===== src/rtl/la_pkg.sv =====
// Logic analyser shared definitions: acquisition state encoding and the
// default widths shared by the dispatcher, acquisition and transmit stages.
package la_pkg;

    localparam int CH_W       = 8;
    localparam int DEPTH_LOG2 = 9;
    localparam int PRESCALE_W = 16;

    typedef enum logic [1:0] {
        ACQ_IDLE    = 2'd0,
        ACQ_ARM     = 2'd1,
        ACQ_CAPTURE = 2'd2,
        ACQ_DONE    = 2'd3
    } acq_state_t;

endpackage


===== src/rtl/acq_prescaler.sv =====
// Sample-rate divider: down-counter that ticks when it reaches zero and
// reloads, giving one tick every reload+1 enabled cycles.
module acq_prescaler #(
    parameter int W = 16
) (
    input  logic         clk,
    input  logic         rst,
    input  logic         load,
    input  logic         enable,
    input  logic [W-1:0] reload,
    output logic         tick
);

    logic [W-1:0] cnt;

    assign tick = enable && (cnt == '0);

    // Reload on arm or after each tick, otherwise count down while enabled.
    always_ff @(posedge clk) begin
        if (rst) begin
            cnt <= '0;
        end else if (load || tick) begin
            cnt <= reload;
        end else if (enable) begin
            cnt <= cnt - W'(1);
        end
    end

endmodule


===== src/rtl/acq_sampler.sv =====
// Acquisition stage: arms a pattern trigger, then captures a fixed burst of
// probe samples into sample RAM. Define ACQ_SYNC_EN for 2 extra input syncs.
module acq_sampler #(
    parameter int CH_W       = 8,
    parameter int DEPTH_LOG2 = 9,
    parameter int PRESCALE_W = 16
) (
    input  logic                  clk,
    input  logic                  rst,
    input  logic                  grant,
    output logic                  done,
    input  logic [CH_W-1:0]       probe_in,
    input  logic [CH_W-1:0]       trig_mask,
    input  logic [CH_W-1:0]       trig_value,
    input  logic [PRESCALE_W-1:0] prescale,
    output logic                  mem_we,
    output logic [DEPTH_LOG2-1:0] mem_addr,
    output logic [CH_W-1:0]       mem_wdata,
    output logic [DEPTH_LOG2:0]   sample_count,
    output logic                  busy
);

    import la_pkg::*;

    localparam logic [DEPTH_LOG2:0] CNT_ONE  = (DEPTH_LOG2+1)'(1);
    localparam logic [DEPTH_LOG2:0] CNT_LAST = {1'b0, {DEPTH_LOG2{1'b1}}};

    acq_state_t            state;
    logic [CH_W-1:0]       probe_q;
    logic [CH_W-1:0]       mask_l;
    logic [CH_W-1:0]       value_l;
    logic [PRESCALE_W-1:0] prescale_l;
    logic                  arm_start;
    logic                  pre_en;
    logic                  tick;
    logic                  hit;
    logic [PRESCALE_W-1:0] pre_reload;

`ifdef ACQ_SYNC_EN
    logic [CH_W-1:0] sync_a;
    logic [CH_W-1:0] sync_b;

    // Two-flop synchroniser ahead of the sampling register.
    always_ff @(posedge clk) begin
        if (rst) begin
            sync_a  <= '0;
            sync_b  <= '0;
            probe_q <= '0;
        end else begin
            sync_a  <= probe_in;
            sync_b  <= sync_a;
            probe_q <= sync_b;
        end
    end
`else
    // Single sampling register; all compares and data use probe_q.
    always_ff @(posedge clk) begin
        if (rst) begin
            probe_q <= '0;
        end else begin
            probe_q <= probe_in;
        end
    end
`endif

    assign arm_start  = (state == ACQ_IDLE) && grant;
    assign pre_en     = (state == ACQ_ARM) || (state == ACQ_CAPTURE);
    assign pre_reload = arm_start ? prescale : prescale_l;
    assign hit        = ((probe_q ^ value_l) & mask_l) == '0;

    acq_prescaler #(
        .W(PRESCALE_W)
    ) u_prescaler (
        .clk    (clk),
        .rst    (rst),
        .load   (arm_start),
        .enable (pre_en),
        .reload (pre_reload),
        .tick   (tick)
    );

    // Acquisition FSM with registered RAM write port and status outputs.
    always_ff @(posedge clk) begin
        if (rst) begin
            state        <= ACQ_IDLE;
            done         <= 1'b0;
            busy         <= 1'b0;
            mem_we       <= 1'b0;
            mem_addr     <= '0;
            mem_wdata    <= '0;
            sample_count <= '0;
            mask_l       <= '0;
            value_l      <= '0;
            prescale_l   <= '0;
        end else begin
            mem_we <= 1'b0;
            unique case (state)
                ACQ_IDLE: begin
                    if (grant) begin
                        state        <= ACQ_ARM;
                        busy         <= 1'b1;
                        sample_count <= '0;
                        mask_l       <= trig_mask;
                        value_l      <= trig_value;
                        prescale_l   <= prescale;
                    end
                end
                ACQ_ARM: begin
                    if (!grant) begin
                        state <= ACQ_IDLE;
                        busy  <= 1'b0;
                    end else if (tick && hit) begin
                        state        <= ACQ_CAPTURE;
                        mem_we       <= 1'b1;
                        mem_addr     <= '0;
                        mem_wdata    <= probe_q;
                        sample_count <= CNT_ONE;
                    end
                end
                ACQ_CAPTURE: begin
                    if (!grant) begin
                        state <= ACQ_IDLE;
                        busy  <= 1'b0;
                    end else if (tick) begin
                        mem_we       <= 1'b1;
                        mem_addr     <= sample_count[DEPTH_LOG2-1:0];
                        mem_wdata    <= probe_q;
                        sample_count <= sample_count + CNT_ONE;
                        if (sample_count == CNT_LAST) begin
                            state <= ACQ_DONE;
                            busy  <= 1'b0;
                        end
                    end
                end
                ACQ_DONE: begin
                    if (!grant) begin
                        state <= ACQ_IDLE;
                        done  <= 1'b0;
                    end else begin
                        done <= 1'b1;
                    end
                end
                default: state <= ACQ_IDLE;
            endcase
        end
    end

endmodule


===== config.mk =====
export PLATFORM = sky130hd
export DESIGN_NAME = acq_sampler
export DESIGN_NICKNAME = d
export VERILOG_FILES = /design/src/rtl/la_pkg.sv /design/src/rtl/acq_prescaler.sv /design/src/rtl/acq_sampler.sv
export SDC_FILE = /design/constraint.sdc
export NUM_CORES = 1
export LEC_CHECK = 0
export ABC_AREA = 0
export BUFFER_PORTS_ARGS = -buffer_cell sky130_fd_sc_hd__buf_2
export CORE_ASPECT_RATIO = 0.6
export CORE_MARGIN = 4
export CORE_UTILIZATION = 40
export DETAILED_ROUTE_END_ITERATION = 6
export SLEW_MARGIN = 10
export SYNTH_ARGS = -nofsm -noshare
export SYNTH_HDL_FRONTEND = slang
export SYNTH_SLANG_ARGS = --single-unit

===== constraint.sdc =====
create_clock -name clk -period 2.5 [get_ports clk]
set_clock_uncertainty 0.2 [all_clocks]
set_input_delay 0.125 -clock clk [delete_from_list [all_inputs] [get_ports clk]]
set_output_delay 0.125 -clock clk [all_outputs]
set_load 0.01 [all_outputs]

==> reports/qor.txt, run 1 <==
Initial antenna violation count = 0
Top Ports = 73
Clk Latency, worst-skew pair = 0.33 ns
Ys flop type = dfxtp_1
Clk sinks = 88
Bufs on Longest Clock Path = 2
Final period util = 0.9684
Critical path class = reg2reg
# rows = 27
CP Launch Type = flip-flop
Drt total wl = 10880 µm
Pint = 2.990 mW
Yosys warns = 0
H-tree depth = 3
Slowest cell on the critical path = or4_4
Synthesis-stage register bit count = 88
Nets = 645
Clock Pin Slew Worst Setup and Hold Paths = 0.06 ns
Min-Delay Path Class = reg2reg
Final Slew Violations = 0
Post-synth EDFFs = 0
Max Clock Freq = 0.4130 GHz
Fin Hold WS = 0.2540 ns
N_diodes = 0
Final hold violation count = 0
Adder-cell share of the synthesized area = 0.02893
Final TNS setup = 0 ns
R2r setup slk = 0.08 ns
Post-Synth XOR/XNOR Area = 0.04500
Total Routing Usage GR = 0.1892
Dpl hpwl = 7451 µm
Syn Area/Cell = 8.335 µm²
Critical Path Max Stage Delay = 0.56 ns
Clock power frac = 0.365
Net Sw Power = 1.166 mW
Final min period = 2.421 ns
Share of async-settable or async-resettable flops after synthesis = 0
Critical path required time = 2.50 ns
Relative slew slack = 0.6363
Clk root buf = clkbuf_16
Portion of netlist area occupied by mux cells = 0.03343
Vias in the first global route = 3529
Syn Nets = 519
Peak supply drop = 442.8 µV
Worst path top cell family by delay = simple AND/OR/NAND/NOR gates
Most common cell after layout, fill and taps aside = nand2_1
DR iter-0 viols = 235
Leakage dissipation = 2.220 nW
Vias/cell = 5.077
Gpl congestion = 0.8727
Largest net degree at the start of global routing = 48
PD cells = 773.6 mW/mm²
CP Cell Sequence = or4_4 -> nor4_4 -> buf_4 -> a31oi_1 -> nor3_2 -> buf_12 -> mux2i_2 -> nor2_1
Compound-Gate Fraction of Synth Area = 0.1713
Commonest non-fill, non-tap cells in the layout = 104 x nand2_1, 87 x dfxtp_1, 73 x buf_2, 60 x a21oi_1, 43 x dlygate4sd3_1
Pwr Total = 4.156 mW
Core Box Area = 0.009324 mm²
Combinational power share = 0.248
Net Sw Frac = 0.2806
Chip height = 84.41 µm
Crit path DAT = 2.43 ns
Starting Density = 0.4175
Via count = 3696
Final ANT Viol Nets = 0
Distinct cells, synth = 44
Unrepaired setup endpoints after global routing = true
CP Buf/Inv Count = 2
Seq/Total Area, Yosys = 0.4526
Fill count = 832
IO Port Bufs = 72
CP Capture Type = flip-flop
Post-route DRC = 0
TritonCTS buffer count = 9
DR pass1 iterations = 4
Mapped Area = 0.003892 mm²
Die Width = 135.4 µm
Area occupied by multi-input gates = 0.002056 mm²
CTS tree = yes
Setup-failing EPs final = 0
Die Area = 0.01142 mm²
Overflow after GRT = 0
Status = finished clean
Synth Area in Simple Gates = 0.2327
Sequential Power Share = 0.387
Area Overhead vs Synth = 37.99%
Main combinational cell family by area after synthesis = simple AND/OR/NAND/NOR gates
Max-cap violations = 0
Sequential cell area = 0.001763 mm²
First-pass GRT wire length = 17620 µm
Post-Syn Instances = 467
Wire length per cell = 14.95 µm
Measured slew at the worst slew-check pin = 0.5443 ns
Layout cells sized above 1 = 0.2224
CP Max Fanout = 17
[area by class of cell]
class | count | share of cell area
clock buffer | 11 | 0.04333
clock inverter | 5 | 0.01933
inverter | 8 | 0.005590
multi-input combinational | 343 | 0.3827
sequential | 88 | 0.3282
tap | 130 | 0.03028
timing repair buffer | 143 | 0.1905
[synth_stat cells (2+ instances only)]
cell      number  area [µm²]
a31oi_1        2       12.51
nand2_1      105       394.1
and2_1         2       12.51
o22ai_1        4       25.02
nand4_1        2       12.51
o211a_1        2       20.02
a211oi_1       3       22.52
nor3_2         2       20.02
inv_1          8       30.03
o211ai_1       8       60.06
a22oi_1        4       30.03
or3_1          3       18.77
a41oi_1        4       35.03
nor3_1         9       45.04
xor2_1         9       78.83
nor4_4         2       42.54
o31ai_1        2       15.01
nor2b_1        8       50.05
clkbuf_1      23       86.33
ha_1           9       112.6
a311oi_1       5       43.79
a21oi_1       60       300.3
o21ai_0       10       50.05
nor2_1        23       86.33
buf_2          4       20.02
mux2i_1       13       130.1
nand3_1        8       40.04
dfxtp_1       88        1762
xnor2_1       11       96.34
or4_1          3       22.52
nand2b_1      13       81.33
nor4_1         6       37.54
[what timing repair did]
action | in CTS | in global routing
hold buffers | 43 | 0
setup endpoints to repair | 4 | 27
gates cloned | 0 | 1
setup buffers | 0 | 5
pin swaps | 1 | 3
endpoints found under the hold margin | 56 | 0
gates resized for setup | 0 | 13
[worst paths after layout]
| path | from | to | depth (start not counted) |
|---|---|---|---|
| setup / recovery | u_prescaler.cnt[2]$_SDFFE_PP0P_ | mem_wdata[2]$_SDFFE_PP0P_ | 8 |
| hold reg to reg | prescale_l[9]$_SDFFE_PP0P_ | prescale_l[9]$_SDFFE_PP0P_ | 2 |
| setup reg to reg | u_prescaler.cnt[2]$_SDFFE_PP0P_ | mem_wdata[2]$_SDFFE_PP0P_ | 8 |
| hold / removal | prescale_l[9]$_SDFFE_PP0P_ | prescale_l[9]$_SDFFE_PP0P_ | 2 |
[stage by stage]
stage	instance area (µm²)	std cells	setup slack, ns	util
CTS	5268	722	0.001693	0.5649
floorplan	3899	467	0.01659	-
detailed placement	4501	663	-0.01604	0.4827
finish	5371	728	0.07894	0.5761
global placement	4501	663	0.06635	0.4827
global route	5371	728	-0.06052	0.5761
[sequential cells by signal, summed over array words and instances, names as in the netlist]
register and count:
busy 1, done 1, mask_l 8, mem_addr 9, mem_wdata 8, mem_we 1
prescale_l 16, probe_q 8, sample_count 10, state 2, u_prescaler.cnt 16, value_l 8
[cell families (layout without fill, tap and decap cells)]
| logic type | count (synthesis) | count (layout) |
|---|---|---|
| fa+ha+maj | 9 | 9 |
| flops | 88 | 88 |
| xor+xnor | 20 | 20 |
| buf+inv | 36 | 167 |
| compound gates | 110 | 110 |
| mux | 13 | 13 |
| simple gates | 191 | 191 |
[worst min-delay path, stage by stage, from the launching register on]
cell and delay, ns:
dfxtp_1 0.31, nand2_1 0.05, a21oi_1 0.05
[metal layers]
metal / track usage / up-vias / part of all wire
met5: 0 / - / 0
met4: 0.04026 / 0 / 0.0088
met3: 0.04790 / 12 / 0.050
met2: 0.2852 / 97 / 0.44
met1: 0.2738 / 1714 / 0.50
li1: - / 1873 / -
[power groups by stage]
| stage | clock (mW) | combinational [mW] | sequential (mW) |
|---|---|---|---|
| floorplan | 0 | 0.603 | 1.62 |
| global placement | 0 | 0.876 | 1.63 |
| detailed placement | 0 | 0.892 | 1.64 |
| CTS | 1.54 | 0.948 | 1.61 |
| global route | 1.61 | 1.13 | 1.62 |
| finish | 1.52 | 1.03 | 1.61 |
Power figures use the tool's default switching activity.
==> run 2, diff against run 1 <==
==> constraint.sdc (replaced) <==
create_clock -name clk -period 2.5 [get_ports clk]
set_clock_uncertainty 0.2 [all_clocks]
set_input_delay 0.25 -clock clk [delete_from_list [all_inputs] [get_ports clk]]
set_output_delay 0.25 -clock clk [all_outputs]
set_load 0.01 [all_outputs]
==> run 2 against run 1 <==
Sequential power about the same. Via count down 1.4%. Critical endpoint is now sample_count[6]$_SDFFE_PP0P_. Sequential cell count unchanged. Die area unchanged. Critical path type unchanged. Total power down 5.0%. Setup slack worse by 0.068 ns.
==> reports/qor.txt, run 2 (synthesized netlist as in run 1, its figures left out) <==
Area Overhead vs Synth = 34.94% (was 37.99%)
Top Ports = 73 (unchanged)
Nets = 640 (was 645)
Gpl congestion = 0.8596 (was 0.8727)
Die Area = 0.01142 mm² (unchanged)
First-pass GRT wire length = 17290 µm (was 17620 µm)
R2r endpoint = sample_count[6]$_SDFFE_PP0P_ (was mem_wdata[2]$_SDFFE_PP0P_)
H-tree depth = 3 (unchanged)
Vias/cell = 5.043 (was 5.077)
Critical Path End = sample_count[6]$_SDFFE_PP0P_ (was mem_wdata[2]$_SDFFE_PP0P_)
Commonest non-fill, non-tap cells in the layout = 105 x nand2_1, 87 x dfxtp_1, 72 x buf_2, 60 x a21oi_1, 40 x dlygate4sd3_1 (was 104 x nand2_1, 87 x dfxtp_1, 73 x buf_2, 60 x a21oi_1, 43 x dlygate4sd3_1)
N_diodes = 0 (unchanged)
Final min period = 2.489 ns (was 2.421 ns)
Bufs on Longest Clock Path = 2 (unchanged)
Non-Filler Instances = 723 (was 728)
Final ANT Viol Nets = 0 (unchanged)
Crit path DAT = 2.55 ns (was 2.43 ns)
Setup-failing EPs final = 0 (unchanged)
# rows = 27 (unchanged)
Final Slew Violations = 0 (unchanged)
Drt total wl = 10520 µm (was 10880 µm)
Overflow after GRT = 0 (unchanged)
Critical path required time = 2.57 ns (was 2.50 ns)
Max-cap violations = 0 (unchanged)
Critical path class = reg2reg (unchanged)
DR iter-0 viols = 248 (was 235)
Wire length per cell = 14.55 µm (was 14.95 µm)
Via count = 3646 (was 3696)
Leakage dissipation = 2.169 nW (was 2.220 nW)
Final hold violation count = 0 (unchanged)
Total Routing Usage GR = 0.1889 (was 0.1892)
Most common cell after layout, fill and taps aside = nand2_1 (unchanged)
Final period util = 0.9954 (was 0.9684)
CP Capture Type = flip-flop (unchanged)
CP Launch Type = flip-flop (unchanged)
R2r setup slk = 0.01 ns (was 0.08 ns)
Layout cells sized above 1 = 0.2175 (was 0.2224)
Clock Pin Slew Worst Setup and Hold Paths = 0.06 ns (about the same)
CTS tree = yes (unchanged)
PD cells = 752.0 mW/mm² (was 773.6 mW/mm²)
Clk sinks = 88 (unchanged)
Reg2reg path depth = 8 (unchanged)
Unrepaired setup endpoints after global routing = true (unchanged)
Chip height = 84.41 µm (unchanged)
Peak supply drop = 436.4 µV (was 442.8 µV)
Design area = 0.005253 mm² (was 0.005371 mm²)
TritonCTS buffer count = 9 (unchanged)
Pre-CTS setup slack = -0.009561 ns (was -0.01604 ns)
Clk root buf = clkbuf_16 (unchanged)
Post-route DRC = 0 (unchanged)
IO Port Bufs = 72 (unchanged)
CP Max Fanout = 5 (was 17)
Vias in the first global route = 3469 (was 3529)
Measured slew at the worst slew-check pin = 0.6689 ns (was 0.5443 ns)
Worst Setup SP = u_prescaler.cnt[3]$_SDFFE_PP0P_ (was u_prescaler.cnt[2]$_SDFFE_PP0P_)
Largest registers = prescale_l (16), u_prescaler.cnt (16), sample_count (10) (unchanged)
DR pass1 iterations = 5 (was 4)
Die Width = 135.4 µm (unchanged)
Min-Delay Path Class = in2reg (was reg2reg)
Status = finished clean (unchanged)
Final setup margin = 0.01138 ns (was 0.07894 ns)
Placement-stage cell area = 0.004496 mm² (was 0.004501 mm²)
Initial antenna violation count = 0 (unchanged)
# placed instances = 664 (was 663)
Largest net degree at the start of global routing = 51 (was 48)
Max Clock Freq = 0.4018 GHz (was 0.4130 GHz)
Clk Latency, worst-skew pair = 0.35 ns (was 0.33 ns)
Core Box Area = 0.009324 mm² (unchanged)
Relative slew slack = 0.5482 (was 0.6363)
Dpl hpwl = 7155 µm (was 7451 µm)
Starting Density = 0.4175 (unchanged)
R2R Path Start = u_prescaler.cnt[3]$_SDFFE_PP0P_ (was u_prescaler.cnt[2]$_SDFFE_PP0P_)
-- run 2: cell count changes in the layout (fill, tap and decap cells not counted), sizes merged --
| cell | delta |
|---|---|
| inv | +2 |
| dlygate4sd3 | -3 |
| buf | -2 |
| clkinvlp | +2 |
| bufinv | -2 |
| clkbuf | -2 |
-- run 2: report_power, final --
part / total [mW] / internal [mW] / switching [mW]
combinational: 0.966 / 0.454 / 0.511
clock: 1.37 / 0.783 / 0.592
sequential: 1.61 / 1.52 / 0.0898
-- run 2: critical path, stage by stage (launching register included) --
cell and delay (ns):
dfxtp_1 0.32, or4_4 0.56, nor4_4 0.32, nand3_2 0.18, nor4_4 0.28, buf_4 0.19
buf_4 0.14, a21oi_1 0.06, nor3_1 0.16
-- run 2: worst min path at each step --
stage                                 from                     endpoint  cells after the start
2_1_floorplan                  probe_in[0]        probe_q[0]$_SDFF_PP0_                      1
3_3_place_gp    prescale_l[8]$_SDFFE_PP0P_   prescale_l[8]$_SDFFE_PP0P_                      2
3_5_place_dp   prescale_l[11]$_SDFFE_PP0P_  prescale_l[11]$_SDFFE_PP0P_                      2
4_1_cts                        prescale[3]   prescale_l[3]$_SDFFE_PP0P_                      3
5_1_grt                        prescale[3]   prescale_l[3]$_SDFFE_PP0P_                      3
6_report                       prescale[3]   prescale_l[3]$_SDFFE_PP0P_                      3
-- run 2: timing repair --
item,CTS,global route
gates resized for setup,0,6
hold endpoints to repair,51,0
pin swaps,2,9
endpoints found under the setup margin,6,25
hold buffers,40,0
buffers inserted,0,3
-- run 2: cell type report --
cell class	instances	area, µm²
clock buffers	9	225.2
repair buffers	138	968.4
fillers	887	4071
inverters	8	30.03
well taps	130	162.7
flip-flops and latches	88	1763
multi-input cells	343	2027
clock inverters	7	76.32
-- run 2: layer usage --
metal | share of wire | track usage
met5 | 0 | 0
met4 | 0.0071 | 0.04117
met3 | 0.049 | 0.05569
met2 | 0.42 | 0.2685
met1 | 0.52 | 0.2816
-- run 2: stage by stage --
step / setup TNS [ns] / utilization / hold slack [ns] / power, mW
5_1_grt: -1.070 / 0.5633 / 0.007414 / 4.176
4_1_cts: 0 / 0.5574 / 0.0008554 / 3.948
3_3_place_gp: 0 / 0.4822 / 0.2427 / 2.504
3_5_place_dp: -0.009561 / 0.4822 / 0.2452 / 2.517
2_1_floorplan: 0 / - / 0.1782 / 2.224
6_report: 0 / 0.5633 / 0.02101 / 3.950
